$ cat config.mk
export PLATFORM = sky130hd
export DESIGN_NAME = sk_demod
export DESIGN_NICKNAME = d
export VERILOG_FILES = /design/src/rtl/sk_demod_pkg.sv /design/src/rtl/sk_integrate_dump.sv /design/src/rtl/sk_demod.sv
export SDC_FILE = /design/constraint.sdc
export NUM_CORES = 1
export LEC_CHECK = 0
export ABC_AREA = 1
export CAP_MARGIN = 20
export CELL_PAD_IN_SITES_DETAIL_PLACEMENT = 1
export CELL_PAD_IN_SITES_GLOBAL_PLACEMENT = 1
export CORE_MARGIN = 3
export CORE_UTILIZATION = 43
export DETAILED_ROUTE_END_ITERATION = 12
export GPL_ROUTABILITY_DRIVEN = 0
export PLACE_DENSITY_LB_ADDON = 0.05
export SETUP_SLACK_MARGIN = 0.1
export SLEW_MARGIN = 20
export SYNTH_ARGS = -nofsm -noshare
export SYNTH_HDL_FRONTEND = slang
export SYNTH_HIERARCHICAL = 1
export SYNTH_SLANG_ARGS = --single-unit
export TNS_END_PERCENT = 5
$ cat constraint.sdc
create_clock -name clk -period 9.41 [get_ports clk]
set_input_delay 1.4115 -clock clk [delete_from_list [all_inputs] [get_ports clk]]
set_output_delay 1.4115 -clock clk [all_outputs]
set_load 0.01 [all_outputs]
$ cat src/rtl/sk_demod_pkg.sv
// -----------------------------------------------------------------------------
// sk_demod_pkg
// Shared definitions for the coherent integrate-and-dump PSK/ASK demodulator:
// mode encodings, the controller state type and a helper that gives the
// narrowest accumulator that can hold a full bit period without overflow.
// -----------------------------------------------------------------------------
package sk_demod_pkg;

    // Same encoding as the modulator flag_mod LSB in its keyed modes
    localparam logic MODE_PSK = 1'b0;
    localparam logic MODE_ASK = 1'b1;

    typedef enum logic {
        IDLE = 1'b0,
        RUN  = 1'b1
    } state_t;

    // A 16-bit signed term summed bit_cycles times needs 17 bits of headroom
    // plus log2 of the number of terms.
    function automatic int acc_width_min(input int bit_cycles);
        return 17 + $clog2(bit_cycles);
    endfunction

endpackage

$ cat src/rtl/sk_integrate_dump.sv
// -----------------------------------------------------------------------------
// sk_integrate_dump
// Per-sample term generation, accumulator and bit-period cycle counter.
// Ports:
//   clk, rst   : system clock, synchronous active-high reset
//   clear      : zero the accumulator and cycle counter this cycle
//   enable     : accumulate the current sample (controller is in RUN)
//   mode       : latched mode, MODE_PSK or MODE_ASK
//   sig        : signed modulated sample
//   carrier    : signed coherent carrier reference
//   sum        : acc + term for the current sample (combinational)
//   dump       : current sample is the last of the bit period (combinational)
// -----------------------------------------------------------------------------
module sk_integrate_dump
    import sk_demod_pkg::*;
#(
    parameter int BIT_CYCLES = 10000,
    parameter int ACC_W      = 32
) (
    input  logic             clk,
    input  logic             rst,
    input  logic             clear,
    input  logic             enable,
    input  logic             mode,
    input  logic [7:0]       sig,
    input  logic [7:0]       carrier,
    output logic [ACC_W-1:0] sum,
    output logic             dump
);

    localparam logic [15:0] LAST_CYC = 16'(BIT_CYCLES - 1);

    logic [ACC_W-1:0] acc_q, acc_d;
    logic [15:0]      cyc_cnt_q, cyc_cnt_d;

    logic signed [15:0] prod;
    logic [7:0]         mag;
    logic [15:0]        term;
    logic [ACC_W-1:0]   term_ext;

    // Term select. The product of two 8-bit signed values always fits in
    // 16 signed bits. The ASK magnitude is kept as an unsigned 8-bit value so
    // that |-128| comes out as 128 rather than wrapping negative.
    always_comb begin
        prod     = $signed(sig) * $signed(carrier);
        mag      = sig[7] ? (~sig + 8'd1) : sig;
        term     = (mode == MODE_ASK) ? {8'd0, mag} : prod;
        term_ext = {{(ACC_W-16){term[15]}}, term};
        sum      = acc_q + term_ext;
        dump     = enable && (cyc_cnt_q == LAST_CYC);
    end

    // Accumulate while enabled; the last sample of a period empties the
    // accumulator so the next period starts with no gap.
    always_comb begin
        acc_d     = acc_q;
        cyc_cnt_d = cyc_cnt_q;
        if (clear) begin
            acc_d     = '0;
            cyc_cnt_d = '0;
        end else if (enable) begin
            if (dump) begin
                acc_d     = '0;
                cyc_cnt_d = '0;
            end else begin
                acc_d     = sum;
                cyc_cnt_d = cyc_cnt_q + 16'd1;
            end
        end
    end

    always_ff @(posedge clk) begin
        if (rst) begin
            acc_q     <= '0;
            cyc_cnt_q <= '0;
        end else begin
            acc_q     <= acc_d;
            cyc_cnt_q <= cyc_cnt_d;
        end
    end

endmodule

$ cat src/rtl/sk_demod.sv
// -----------------------------------------------------------------------------
// sk_demod
// Coherent integrate-and-dump demodulator for the PSK/ASK test signal.
// Recovers one bit per BIT_CYCLES samples.
// Ports:
//   clk, rst   : system clock, synchronous active-high reset
//   start      : pulse, begins or re-aligns bit timing (latches mode)
//   stop       : pulse, returns to IDLE (wins over start)
//   mode       : 0 = PSK, 1 = ASK
//   sig        : signed modulated sample
//   carrier    : signed coherent carrier reference
//   threshold  : unsigned ASK decision threshold
//   bit_out    : last decided bit
//   bit_valid  : one-cycle strobe when bit_out is new
//   busy       : high while running
//   bit_cnt    : bits decided since the last start (wrapping)
// -----------------------------------------------------------------------------
module sk_demod
    import sk_demod_pkg::*;
#(
    parameter int BIT_CYCLES = 10000,
    parameter int ACC_W      = 32
) (
    input  logic             clk,
    input  logic             rst,
    input  logic             start,
    input  logic             stop,
    input  logic             mode,
    input  logic [7:0]       sig,
    input  logic [7:0]       carrier,
    input  logic [ACC_W-1:0] threshold,
    output logic             bit_out,
    output logic             bit_valid,
    output logic             busy,
    output logic [15:0]      bit_cnt
);

    // Reject parameter sets where a full period could overflow the accumulator
    // or the 16-bit cycle counter.
    generate
        if (ACC_W < acc_width_min(BIT_CYCLES)) begin : g_acc_w_check
            $error("sk_demod: ACC_W too narrow for BIT_CYCLES");
        end
        if (BIT_CYCLES < 2 || BIT_CYCLES > 65535) begin : g_bit_cycles_check
            $error("sk_demod: BIT_CYCLES out of range 2..65535");
        end
    endgenerate

    state_t      state_q, state_d;
    logic        mode_q, mode_d;
    logic        bit_out_q, bit_out_d;
    logic        bit_valid_q, bit_valid_d;
    logic [15:0] bit_cnt_q, bit_cnt_d;

    logic             clear;
    logic             enable;
    logic [ACC_W-1:0] sum;
    logic             dump;

    sk_integrate_dump #(
        .BIT_CYCLES (BIT_CYCLES),
        .ACC_W      (ACC_W)
    ) u_int (
        .clk     (clk),
        .rst     (rst),
        .clear   (clear),
        .enable  (enable),
        .mode    (mode_q),
        .sig     (sig),
        .carrier (carrier),
        .sum     (sum),
        .dump    (dump)
    );

    // Control and decision. A start in either state clears the integrator,
    // so the sample presented with start is never accumulated. Stop always
    // beats start, and any partial period is discarded without a strobe.
    always_comb begin
        state_d     = state_q;
        mode_d      = mode_q;
        bit_out_d   = bit_out_q;
        bit_valid_d = 1'b0;
        bit_cnt_d   = bit_cnt_q;
        clear       = 1'b0;
        enable      = 1'b0;
        case (state_q)
            IDLE: begin
                if (start && !stop) begin
                    state_d   = RUN;
                    mode_d    = mode;
                    bit_cnt_d = '0;
                    clear     = 1'b1;
                end
            end
            RUN: begin
                if (stop) begin
                    state_d = IDLE;
                    clear   = 1'b1;
                end else if (start) begin
                    mode_d    = mode;
                    bit_cnt_d = '0;
                    clear     = 1'b1;
                end else begin
                    enable = 1'b1;
                    if (dump) begin
                        bit_valid_d = 1'b1;
                        bit_cnt_d   = bit_cnt_q + 16'd1;
                        // PSK: negative correlation means an inverted carrier,
                        // i.e. bit 1. ASK: energy at or above threshold.
                        if (mode_q == MODE_PSK) begin
                            bit_out_d = sum[ACC_W-1];
                        end else begin
                            bit_out_d = (sum >= threshold);
                        end
                    end
                end
            end
            default: begin
                state_d = IDLE;
            end
        endcase
    end

    always_ff @(posedge clk) begin
        if (rst) begin
            state_q     <= IDLE;
            mode_q      <= MODE_PSK;
            bit_out_q   <= 1'b0;
            bit_valid_q <= 1'b0;
            bit_cnt_q   <= '0;
        end else begin
            state_q     <= state_d;
            mode_q      <= mode_d;
            bit_out_q   <= bit_out_d;
            bit_valid_q <= bit_valid_d;
            bit_cnt_q   <= bit_cnt_d;
        end
    end

    assign bit_out   = bit_out_q;
    assign bit_valid = bit_valid_q;
    assign busy      = (state_q == RUN);
    assign bit_cnt   = bit_cnt_q;

endmodule

Word-level counts from Yosys, hierarchy flattened
Index checks and enable logic that the tools add are counted.
{"block": "totals", "reg_bits": 68, "latch_bits": 0, "mem_bits_rw": 0, "romBits": 0, "in_bits": 53, "elab_cells": 54, "memories": 0}
{"block": "classes", "add_sub_neg": 4, "n_mul": 1, "n_div": 0, "order_cmp": 1, "n_eq_ne": 5, "shift": 0, "n_mux": 24, "bitwise_logic": 4, "reduce_logical": 8}
{"operator": "two-way mux 16 bit", "count": 6}
{"operator": "adder 16 x 1 -> 16 bit (second input constant)", "count": 2}
{"operator": "adder 32 bit", "count": 1}
{"operator": ">= comparator 32 bit", "count": 1}
{"operator": "two-way mux 32 bit", "count": 1}
{"operator": "one-hot mux 16 bit (2 select lines)", "count": 1}
{"operator": "equality test 16 x 14 -> 1 bit (second input constant)", "count": 1}
{"operator": "multiplier 8 x 8 -> 16 bit", "count": 1}
{"operator": "two-way mux 1 bit", "count": 12}
{"operator": "adder 8 x 1 -> 8 bit (second input constant)", "count": 1}
{"operator": "two-way mux 8 bit", "count": 1}
{"operator": "inverter 8 bit", "count": 1}
{"operator": "inequality test 2 bit (second input constant)", "count": 3}
{"operator": "one-hot mux 1 bit (2 select lines)", "count": 3}
{"operator": "AND reduction 3 bit", "count": 2}
{"operator": "AND reduction 4 bit", "count": 1}
{"operator": "OR reduction 4 bit", "count": 1}
{"operator": "inequality test 3 x 2 -> 1 bit (second input constant)", "count": 1}
{"operator": "inverter 1 bit", "count": 3}
{"operator": "logical AND 1 bit", "count": 2}
{"operator": "OR reduction 2 bit", "count": 1}
{"operator": "logical NOT 1 bit", "count": 1}

Longest topological paths before layout
Gate-level depths: netlist of the first run.
{"block": "logic_depth", "depth_word": 8, "depth_mapped": 43, "depth_no_buf": 42}

Modules after synthesis
The synthesis of the first run kept the hierarchy.
{"module": "sk_integrate_dump", "n_inst": 1, "cells_per_inst": 1039, "area_per_inst_um2": 6765.2, "seq_area_each_um2": 960.9}
{"module": "sk_demod", "n_inst": 1, "cells_per_inst": 272, "area_per_inst_um2": 1820.5, "seq_area_each_um2": 400.4}

Worst setup path after synthesis of the first run
No wires, ideal clock.
{"block": "synth_path", "path_kind": "input-to-reg", "from": "input sig[7]", "to": "register bit_out_q (netlist: bit_out)", "t_arrival_ns": 7.514, "t_required_ns": 9.340, "slack_ns": 1.826, "stages": 39, "cell_sequence": "clkbuf_1 > nand2_1 > inv_1 > fa_1 > inv_1 > fa_1 > inv_1 > fa_1 > inv_1 > fa_1 > inv_1 > ha_1 > nand2_1 > nor2_1 > nand3_1 > nand3_1 > nand3_1 > nand3_1 > [3 not listed] > nor2_1 > inv_1 > nor2_1 > inv_1 > nor2_1 > nand2_1 > nand3_1 > nand3_1 > and2_1 > ha_1 > nand2_1 > nor2_1 > nand4_1 > a21oi_1 > nor2_1 > nand2_1 > nand2_1 > a21oi_1"}
{"block": "synth_via", "elab_chain_len": 7, "word_cells_on_any_way": 8, "cone_classes": "add/sub (2); mul (1); order compare (1); mux (3); bitwise (1)"}
{"element": "start: declaration", "line": "sk_demod.sv:29", "text": "input logic [7:0] sig,"}
{"element": "branches (longest 3 deep; another with multiplier 8 x 8 -> 16 bit)"}
{"element": "two-way mux 16 bit (*)", "line": "sk_integrate_dump.sv:47", "text": "term = (mode == MODE_ASK) ? {8'd0, mag} : prod;"}
{"element": "adder 32 bit (*)", "line": "sk_integrate_dump.sv:49", "text": "sum = acc_q + term_ext;"}
{"element": "net sum[31]", "line": "sk_demod.sv:57", "text": "logic [ACC_W-1:0] sum;"}
{"element": ">= comparator 32 bit", "line": "sk_demod.sv:113", "text": "bit_out_d = (sum >= threshold);"}
{"element": "two-way mux 1 bit (*)", "line": "sk_demod.sv:110", "text": "if (mode_q == MODE_PSK) begin"}
{"element": "end signal: assignment", "line": "sk_demod.sv:134", "text": "bit_out_q <= bit_out_d;"}
{"element": "end: declaration", "line": "sk_demod.sv:51", "text": "logic bit_out_q, bit_out_d;"}
Mark *: on every way through the listed nets, which the timed path passes.
A chain may end at the register's enable or synchronous reset.

Worst setup path after layout of the first run
{"block": "layout_path", "from": "input sig[5]", "to": "register bit_out_q (netlist: bit_out)"}
{"block": "layout_via", "elab_chain_len": 7, "word_cells_on_any_way": 8, "cone_classes": "add/sub (2); mul (1); order compare (1); mux (3); bitwise (1)"}
{"element": "branches (longest 3 deep; another with multiplier 8 x 8 -> 16 bit)"}
{"element": "two-way mux 16 bit (*)", "line": "sk_integrate_dump.sv:47"}
{"element": "adder 32 bit (*)", "line": "sk_integrate_dump.sv:49"}
{"element": "net sum[30]", "line": "sk_demod.sv:57"}
{"element": ">= comparator 32 bit (*)", "line": "sk_demod.sv:113"}
{"element": "two-way mux 1 bit (*)", "line": "sk_demod.sv:110"}
Marks and branches as above.

==> results.tsv, run 1 <==
stage	metric	value	unit
logic_synthesis	yosysMostFrequentCell	nand2_1	
power	p_leak	5.127	nW
power	power-per-cell-area	272.1	nW/um2
sta	finalSetupViolations	0	
setup_path	crit_path_max_incr_delay	0.66	ns
routing	viasPerCell	5.044	
logic_synthesis	yosys-top-cells-count	nand2_1, inv_1, a21oi_1, nor2_1, ha_1	
setup_path	start_kind	primary input	
logic_synthesis	syn_nets	1515	
run	cap_violations	0	
routing	drt-initial-drc-count	239	
floorplan	boundaryPins	72	
routing	dr.pass1.iters	4	
setup_path	cp_common_cell	nand2_1	
sta	fin_crit_sh	0.9184	
sta	hold_violations	0	
logic_synthesis	ys_warn_count	6	
floorplan	coreArea	19530	um2
global_route	grt_usage	0.2363	
cells_and_area	drive_above_1_share	0.05286	
logic_synthesis	yosys.area.top_type_share	0.1586	
global_route	antenna_found_initial	0	
power	power_frac_comb	0.758	
floorplan	start_util	0.4397	
sta	rsz0062_at_grt	false	
clock_tree	clock_tree.root_cell	clkbuf_16	
logic_synthesis	synth_flop_cell	dfxtp_1	
floorplan	placementRows	51	
sta	fin_tns_setup	0	ns
clock_tree	clock_latency	0.34	ns
placement	dpl_cell_area	9582	um2
sta	tightestPinTransition	0.8780	ns
logic_synthesis	ys_types	50	
logic_synthesis	synth_edf_count	0	
logic_synthesis	synthArstFlopShare	0	
setup_path	worst-path-max-fanout	10	
logic_synthesis	ys_top_cells_by_area	dfxtp_1, ha_1, nand2_1	
setup_path	critPathCaptureType	register	
cells_and_area	antennaDiodeCount	0	
sta	setup_ws	0.7680	ns
floorplan	fp.dieH	147.3	um
clock_tree	hold_buffers	0	
sta	period_minus_slack	8.642	ns
setup_path	reg2reg_slack	4.98	ns
placement	pre_cts_ws	0.1452	ns
logic_synthesis	postSynthCellCount	1311	
setup_path	cpMaxStageDelayCell	clkdlybuf4s50_1	
floorplan	die_x	147.3	um
sta	fin_worst_skew	0.01085	ns
logic_synthesis	syn_area_per_cell	6.549	um2
placement	hpwl	20830	um
power	pwr-share-clk	0.131	
global_route	grt_remaining_overflow	0	
worst_hold_path	worstHoldPathType	register to register	
clock_tree	cts_tree	yes	
clock_tree	cts_made_buffers	9	
setup_path	critical_path_class	primary input to register	
placement	portBuffers	71	
power	p_sw	1.450	mW
routing	wire_per_inst	15.15	um
routing	routed_wl	24940	um
setup_path	crit_required	9.68	ns
outcome	status	finished clean	
power	power.internal	1.251	mW
clock_tree	cts.sinks	68	
sta	slew_headroom	0.4125	
setup_path	cp.arrival	8.91	ns
routing	remaining_drc_errors	0	
logic_synthesis	synth_top_area_cell	dfxtp_1	
logic_synthesis	ys_seq_elements	68	
global_route	grt_max_degree	38	
sta	max_freq	115.7	MHz
power	peakVddDrop	0.0001501	V
logic_synthesis	yosysSeqAreaShare	0.1586	
power	p_seq_frac	0.110	
logic_synthesis	mappedNetlistArea	8586	um2
sta	final_max_slew_viol_count	0	
global_route	grt_pass1_vias	8731	
cells_and_area	stdcell_area	9926	um2
floorplan	die-area	21700	um2
routing	ant_nets	0	
routing	via_count	8302	
global_route	grt_first_pass_wirelength	41920	um
power	p_sw_frac	0.5368	
cells_and_area	area_growth	15.61	%
clock_tree	cts.path.max_buffers	2	
clock_tree	clkTransAtPathRegs	0.06	ns
clock_tree	h-tree-depth	3	
cells_and_area	nets	1580	
## path summary, 6_finish.rpt
| kind | startpoint | endpoint | depth (start not counted) |
|---|---|---|---|
| hold reg to reg | u_int/acc_q[14] | u_int/acc_q[14] | 2 |
| hold / removal | u_int/acc_q[14] | u_int/acc_q[14] | 2 |
| setup / recovery | sig[5] | bit_out | 38 |
| setup reg to reg | mode_q | bit_out | 24 |
## state kept, by name, indices dropped and copies added (netlist names)
signal,flops
bit_cnt,16
bit_out,1
busy,1
bit_valid,1
u_int/cyc_cnt_q,16
u_int/acc_q,32
mode_q,1
## area by class of cell
type,instances,area (um2)
Clock buffer,9,225.2
Sequential cell,68,1361
Multi-Input combinational cell,944,6097
Clock inverter,7,75.07
Fill cell,2646,9600
Timing Repair Buffer,80,803.3
Tap cell,265,331.6
Inverter,273,1032
## power by group through the flow
stage               clock network (mW)  registers [mW]  logic (mW)
floorplan                            0           0.303        1.50
global placement                     0           0.305        1.97
detailed placement                   0           0.305        2.01
CTS                              0.365           0.298        2.03
global route                     0.377           0.299        2.36
finish                           0.354           0.298        2.05
## per-layer routing
layer  global-route usage  part of all wire  vias to the layer above
met5                    0                 0                        -
met4              0.05965             0.017                        0
met3              0.02961             0.022                       27
met2               0.4396              0.52                      100
met1               0.2886              0.45                     3945
li1                     -                 -                     4230
## metrics by stage
step / util / hold slack (ns) / power, mW / instances
detailed placement: 0.4907 / 0.4628 / 2.310 / 1628
finish: 0.5083 / 0.4708 / 2.701 / 1646
floorplan: - / 0.4497 / 1.802 / 1311
CTS: 0.5061 / 0.4719 / 2.690 / 1644
global placement: 0.4907 / 0.4598 / 2.271 / 1628
global route: 0.5083 / 0.4982 / 3.034 / 1646
## cells in the final DEF (no fill, tap or decap), types with 4 or more instances in the layout
master           instances
nand2_1                314
inv_1                  255
a21oi_1                121
nor2_1                 118
ha_1                    95
dfxtp_1                 68
clkdlybuf4s50_1         66
fa_1                    56
nand3_1                 50
o21ai_0                 38
xor2_1                  16
inv_2                   14
o21ai_1                 13
and2_1                  13
nand4_1                 11
nor3_1                  11
a21o_1                   9
clkbuf_16                9
xnor2_1                  8
buf_4                    8
o21a_1                   7
nand2_2                  6
or2_1                    6
dlymetal6s2s_1           5
nor4_1                   5
clkinvlp_4               4
o21bai_1                 4
nand3b_1                 4
## critical path: cells and delay by family
| family | cells | cell delay, ns |
|---|---|---|
| AND/OR/NAND/NOR | 17 | 2.23 |
| AO/OA/AOI/OAI | 8 | 1.31 |
| adder cells (fa/ha/maj) | 7 | 3.04 |
| buffers and inverters | 6 | 0.93 |
## cell families (layout without fill, tap and decap cells)
family / after synthesis / count (layout) / share of synthesized area
compound gates: 206 / 206 / 0.1317
simple gates: 562 / 562 / 0.2837
mux: 1 / 1 / 0.001166
flops: 68 / 68 / 0.1586
buf+inv: 299 / 369 / 0.1313
xor+xnor: 24 / 24 / 0.02448
fa+ha+maj: 151 / 151 / 0.2690
## timing repair
item / in CTS / in global routing
endpoints found under the setup margin: 0 / 1
setup buffers: 0 / 2
resized for setup: 0 / 7
Note: power is estimated with default switching activity, not from simulation.
==> run 2: changes to the inputs <==
--- a/config.mk
+++ b/config.mk
@@ -6,7 +6,7 @@
 export NUM_CORES = 1
 export LEC_CHECK = 0
 export ABC_AREA = 1
-export CAP_MARGIN = 20
+export CAP_MARGIN = 10
 export CELL_PAD_IN_SITES_DETAIL_PLACEMENT = 1
 export CELL_PAD_IN_SITES_GLOBAL_PLACEMENT = 1
 export CORE_MARGIN = 3
==> results of run 2 <==
No change in the layout: final DEF, timing and power equal those of run 1.
